`src/rtl/gray_seq_if.sv`:
```
// gray_seq_if
//   Bundles the control inputs and the valid/ready output stream of the
//   Gray-code sequencer.
//   master : the controlling side (drives start/stop/dir/mode/load/load_val
//            and out_ready; observes the stream and status pulses).
//   slave  : the sequencer itself.
//   Signals:
//     start, stop, dir, mode, load, load_val  control towards the sequencer
//     out_ready                               consumer accepts current beat
//     out_valid, bin_out, gray_out            output stream
//     busy, done, wrap                        status / event pulses
interface gray_seq_if #(
  parameter int WIDTH = 3
);
  logic             start;
  logic             stop;
  logic             dir;
  logic             mode;
  logic             load;
  logic [WIDTH-1:0] load_val;
  logic             out_ready;
  logic             out_valid;
  logic [WIDTH-1:0] bin_out;
  logic [WIDTH-1:0] gray_out;
  logic             busy;
  logic             done;
  logic             wrap;

  modport master (
    output start, stop, dir, mode, load, load_val, out_ready,
    input  out_valid, bin_out, gray_out, busy, done, wrap
  );

  modport slave (
    input  start, stop, dir, mode, load, load_val, out_ready,
    output out_valid, bin_out, gray_out, busy, done, wrap
  );
endinterface

```
`src/rtl/gray_seq_ctrl.sv`:
```
// gray_seq_ctrl
//   Steps a WIDTH-bit binary index up or down and presents each index plus
//   its Gray encoding as a valid/ready stream. Supports a single sweep to
//   the terminal value (DONE afterwards) or continuous wrapping, a preload
//   of the index while idle, and an abort via stop.
//   Ports:
//     clk    rising-edge system clock
//     rst_n  synchronous, active-low reset
//     bus    gray_seq_if slave modport (control inputs, output stream,
//            busy/done/wrap status)
//   bin_out, out_valid, busy, done and wrap are registered; gray_out is a
//   combinational function of the index register.
module gray_seq_ctrl #(
  parameter int WIDTH = 3
) (
  input  logic       clk,
  input  logic       rst_n,
  gray_seq_if.slave  bus
);

  typedef enum logic [1:0] {
    IDLE = 2'd0,
    RUN  = 2'd1,
    DONE = 2'd2
  } state_t;

  localparam logic [WIDTH-1:0] IDX_ONE = {{(WIDTH-1){1'b0}}, 1'b1};
  localparam logic [WIDTH-1:0] IDX_MAX = {WIDTH{1'b1}};

  function automatic logic [WIDTH-1:0] bin2gray(input logic [WIDTH-1:0] b);
    return b ^ (b >> 1);
  endfunction

  state_t           state;
  logic [WIDTH-1:0] idx;
  logic             dir_q;
  logic             mode_q;
  logic             valid_q;
  logic             busy_q;
  logic             done_q;
  logic             wrap_q;

  logic             accept;
  logic             terminal;
  logic [WIDTH-1:0] idx_step;

  assign accept   = valid_q & bus.out_ready;
  // Terminal is the last value of a sweep in the latched direction.
  assign terminal = dir_q ? (idx == '0) : (idx == IDX_MAX);
  // Modulo arithmetic gives the wrap (max->0 up, 0->max down) for free.
  assign idx_step = dir_q ? (idx - IDX_ONE) : (idx + IDX_ONE);

  always_ff @(posedge clk) begin
    if (!rst_n) begin
      state   <= IDLE;
      idx     <= '0;
      dir_q   <= 1'b0;
      mode_q  <= 1'b0;
      valid_q <= 1'b0;
      busy_q  <= 1'b0;
      done_q  <= 1'b0;
      wrap_q  <= 1'b0;
    end else begin
      done_q <= 1'b0;
      wrap_q <= 1'b0;
      case (state)
        IDLE: begin
          if (bus.load)
            idx <= bus.load_val;
          // stop in the same cycle vetoes the start.
          if (bus.start && !bus.stop) begin
            dir_q   <= bus.dir;
            mode_q  <= bus.mode;
            state   <= RUN;
            valid_q <= 1'b1;
            busy_q  <= 1'b1;
          end
        end

        RUN: begin
          if (accept) begin
            idx <= idx_step;
            if (terminal)
              wrap_q <= 1'b1;
          end
          // stop takes priority over the end-of-sweep transition and
          // suppresses done, but an accepted beat still advances.
          if (bus.stop) begin
            state   <= IDLE;
            valid_q <= 1'b0;
            busy_q  <= 1'b0;
          end else if (accept && terminal && !mode_q) begin
            state   <= DONE;
            valid_q <= 1'b0;
            busy_q  <= 1'b0;
            done_q  <= 1'b1;
          end
        end

        DONE: begin
          state <= IDLE;
        end

        default: begin
          state   <= IDLE;
          valid_q <= 1'b0;
          busy_q  <= 1'b0;
        end
      endcase
    end
  end

  assign bus.out_valid = valid_q;
  assign bus.bin_out   = idx;
  assign bus.gray_out  = bin2gray(idx);
  assign bus.busy      = busy_q;
  assign bus.done      = done_q;
  assign bus.wrap      = wrap_q;

endmodule

```
`src/flat_wrapper.sv`:
```
// flat-port wrapper written by rule: the top's interface ports become plain ports
module gray_seq_ctrl_flat 
#(
  parameter int WIDTH = 3
)
  (clk, rst_n, bus_start, bus_stop, bus_dir, bus_mode, bus_load, bus_load_val, bus_out_ready, bus_out_valid, bus_bin_out, bus_gray_out, bus_busy, bus_done, bus_wrap);
  gray_seq_if #(.WIDTH(WIDTH)) bus_i ();
  input  logic clk;
  input  logic rst_n;
  input wire logic [$bits(bus_i.start)-1:0] bus_start;
  input wire logic [$bits(bus_i.stop)-1:0] bus_stop;
  input wire logic [$bits(bus_i.dir)-1:0] bus_dir;
  input wire logic [$bits(bus_i.mode)-1:0] bus_mode;
  input wire logic [$bits(bus_i.load)-1:0] bus_load;
  input wire logic [$bits(bus_i.load_val)-1:0] bus_load_val;
  input wire logic [$bits(bus_i.out_ready)-1:0] bus_out_ready;
  output wire logic [$bits(bus_i.out_valid)-1:0] bus_out_valid;
  output wire logic [$bits(bus_i.bin_out)-1:0] bus_bin_out;
  output wire logic [$bits(bus_i.gray_out)-1:0] bus_gray_out;
  output wire logic [$bits(bus_i.busy)-1:0] bus_busy;
  output wire logic [$bits(bus_i.done)-1:0] bus_done;
  output wire logic [$bits(bus_i.wrap)-1:0] bus_wrap;
  assign bus_i.start = bus_start;
  assign bus_i.stop = bus_stop;
  assign bus_i.dir = bus_dir;
  assign bus_i.mode = bus_mode;
  assign bus_i.load = bus_load;
  assign bus_i.load_val = bus_load_val;
  assign bus_i.out_ready = bus_out_ready;
  assign bus_out_valid = bus_i.out_valid;
  assign bus_bin_out = bus_i.bin_out;
  assign bus_gray_out = bus_i.gray_out;
  assign bus_busy = bus_i.busy;
  assign bus_done = bus_i.done;
  assign bus_wrap = bus_i.wrap;
  gray_seq_ctrl #(.WIDTH(WIDTH)) u_core (.clk(clk), .rst_n(rst_n), .bus(bus_i));
endmodule
```
`config.mk`:
```
export PLATFORM = sky130hd
export DESIGN_NAME = gray_seq_ctrl_flat
export DESIGN_NICKNAME = d
export VERILOG_FILES = /design/src/rtl/gray_seq_if.sv /design/src/rtl/gray_seq_ctrl.sv /design/src/flat_wrapper.sv
export SDC_FILE = /design/constraint.sdc
export NUM_CORES = 1
export LEC_CHECK = 0
export BUFFER_PORTS_ARGS = -buffer_cell sky130_fd_sc_hd__buf_2
export CAP_MARGIN = 0
export CORE_AREA = 2 2 65 42
export DETAILED_ROUTE_END_ITERATION = 16
export DIE_AREA = 0 0 67 44
export HOLD_SLACK_MARGIN = 0.06
export RECOVER_POWER = 50
export SLEW_MARGIN = 0
export SYNTH_ARGS = -nofsm -noshare
export SYNTH_HDL_FRONTEND = slang
export SYNTH_SLANG_ARGS = --single-unit
```
`constraint.sdc`:
```
create_clock -name clk -period 2.8 [get_ports clk]
set_input_delay 0.56 -clock clk [delete_from_list [all_inputs] [get_ports clk]]
set_output_delay 0.56 -clock clk [all_outputs]
set_load 0.01 [all_outputs]
```
==> summary.md <==
| Metric | Value |
|---|---|
| Routed wire per std cell | `12.9 um` |
| DP Cell Count | `106` |
| H-tree levels | `1` |
| Sequential fraction of design power | `43.2%` |
| Post-synth top area cell | `dfxtp_1` |
| Worst Path Class, Setup | `in2reg` |
| Critical Path AT | `1.90 ns` |
| Power per cell area | `524 nW/um^2` |
| Initial antenna violation count | `0` |
| Hold_buf cts | `0` |
| Max Cap Viol | `0` |
| Num rows | `14` |
| Reg clk slew, reported paths | `0.05 ns` |
| Synthesized net count | `70` |
| P_int | `276 uW` |
| Crit Path Max Fanout | `5` |
| Min cycle time layout | `1.72 ns` |
| YS warnings | `0` |
| Post-detail-place hpwl | `1100 um` |
| # setup viols final | `0` |
| Switching Share | `25.9%` |
| Clock Path Buffers | `2` |
| Final core occ | `29.8%` |
| GRT Total Usage | `12.0%` |
| Remaining Overflow, GRT | `0` |
| Drt drc | `0` |
| Combinational share of power | `17.6%` |
| Clk Latency, worst-skew pair | `0.23 ns` |
| CTS Root Cell | `clkbuf_8` |
| CTS buffer count | `3` |
| Average cell area after synthesis | `10.2 sq um` |
| Routability cong. | `0.784` |
| Via Count | `508` |
| Pre-CTS WS | `1.13 ns` |
| Synth area leaders | `dfxtp_1 35%, o311a_1 5.3%, ha_1 4.4%, nor4b_4 4.2%, fa_1 3.5%` |
| Synthesized area | `569 sq um` |
| Final wirelength | `1410 um` |
| First-pass DRT Iterations | `4` |
| Data required time of the worst path | `2.98 ns` |
| CP startpoint kind | `input port` |
| CTS Sinks | `10` |
| Pleak | `0.300 nW` |
| Die Y | `44 um` |
| IO Count | `21` |
| Yosys reg bits | `10` |
| Worst Tran Pin Value | `1.01 ns` |
| Largest net degree at the start of global routing | `10` |
| Most frequent cells in the layout | `13 x buf_2, 10 x dfxtp_1, 7 x clkbuf_1` |
| Number of distinct library cells after synthesis | `31` |
| Initial Util | `23.9%` |
| CTS tree | `done` |
| Port bufs | `20` |
| Post-cts resize count | `0` |
| Unrepaired setup endpoints after global routing | `no` |
| Status | `completed` |
| Hold/Removal Path Class | `reg2reg` |
| Final hold vios | `0` |
| Antenna Cells | `0` |
| Core outline area | `2380 sq um` |
| Fill cells | `279` |
| Crit. End Element | `register` |
| Register Area | `200 sq um` |
| Fmax achieved | `581 MHz` |
| Worst setup margin | `1.08 ns` |
| Width of the chip | `67 um` |
| Initial DRC count | `16` |
| TNS Setup | `0 ns` |
| Fin crit share | `61.5%` |
| Fin cells | `109` |
| Post-CTS Setup Bufs | `0` |
| Sw Pwr | `96.2 uW` |
| IR drop worst, VDD | `265 uV` |
| Layout cells sized above 1 | `22.1%` |
| Layout Nets | `93` |
| Post-route ant nets | `0` |
| Worst clock skew | `0.000728 ns` |
| Max-slew violations | `0` |
| Pwr Total | `372 uW` |
| Area Growth Syn to Fin | `24.6%` |
| Number of global-route vias before repair | `499` |
| Area of the multi-input gates | `318 sq um` |
| First-pass GRT wire length | `2530 um` |
| Synthesized netlist cell count | `56` |
| Seq/Total Area, Yosys | `35.2%` |
| Commonest non-fill, non-tap cell in the layout | `buf_2` |
| Die ar. | `2950 sq um` |
| Post-synth top area share | `35.2%` |
| Clock power frac | `39.2%` |
| Via density | `4.66` |
| Rel. slew slack | `31.9%` |
## critical path: stages
cell and delay, ns:
buf_2 0.13, nor4b_1 0.83, o21bai_1 0.22, o311a_1 0.16
## layer usage
metal  vias up  wire length [um]  track usage (%)
met5         -                 0                0
met4         0                13             2.45
met3         2               107             5.45
met2        17               542             15.6
met1       240               746             17.8
li1        249                 -                -
## final timing paths
check / slack [ns] / cells past startpoint / to / from
max: 1.08 / 4 / u_core.state[0] / bus_stop
min: 0.54 / 1 / u_core.bus.done / u_core.mode_q
max reg2reg: 1.09 / 3 / u_core.state[0] / u_core.state[0]
min reg2reg: 0.54 / 1 / u_core.bus.done / u_core.mode_q
## logic make-up (layout without fill, tap and decap cells)
group	after synthesis	count (layout)	synth area share (%)
muxes	2	2	3.52
DFF	10	10	35.2
AOI/OAI and AO/OA	14	14	20.7
buffers and inverters	7	28	5.93
adders and majority gates	3	3	7.91
xor gates and xnor gates	2	2	3.08
and+or+nand+nor	18	18	23.7
## through the flow
stage          hold slack (ns)  cell area [sq um]
6_report                 0.539                709
5_1_grt                  0.559                709
3_3_place_gp             0.524                694
4_1_cts                  0.538                736
3_5_place_dp             0.531                694
2_1_floorplan            0.467                569
## cell type report
class                   count  area share [%]
flip-flops and latches     10            28.2
inverters                   5            2.65
clock buffers               3            5.82
repair buffers             20            12.9
multi-input cells          39            44.8
well taps                  32            5.64
## registers in the layout (all words and copies together) (netlist names)
register,flops
u_core.bus.bin_out,3
u_core.state,2
u_core.bus.done,1
u_core.bus.out_valid,1
u_core.bus.wrap,1
u_core.dir_q,1
u_core.mode_q,1
## power by group through the flow
stage	logic [mW]	registers, mW	clock network (mW)
2_1_floorplan	0.0443	0.163	0
3_3_place_gp	0.0692	0.162	0
3_5_place_dp	0.0694	0.163	0
4_1_cts	0.0699	0.161	0.149
5_1_grt	0.0753	0.162	0.162
6_report	0.0654	0.161	0.146
## cell usage after synthesis
master / n
fa_1: 1
or3b_4: 1
xor2_1: 2
and3b_1: 2
o2bb2ai_1: 1
nor2b_1: 1
nand2_1: 1
o311a_1: 3
o21ai_0: 1
dfxtp_1: 10
o21bai_1: 1
and2_4: 1
a32o_1: 1
nor4_1: 2
buf_4: 2
or3b_1: 1
and2_1: 1
nor4b_4: 1
inv_1: 5
nor2_1: 4
mux2i_1: 2
ha_1: 2
o211ai_1: 1
a21o_1: 2
nand3_1: 1
nand4b_1: 1
o221a_1: 1
a21oi_1: 1
a22o_1: 1
or2b_1: 1
a2bb2oi_1: 1
Note: power is estimated with default switching activity, not from simulation.
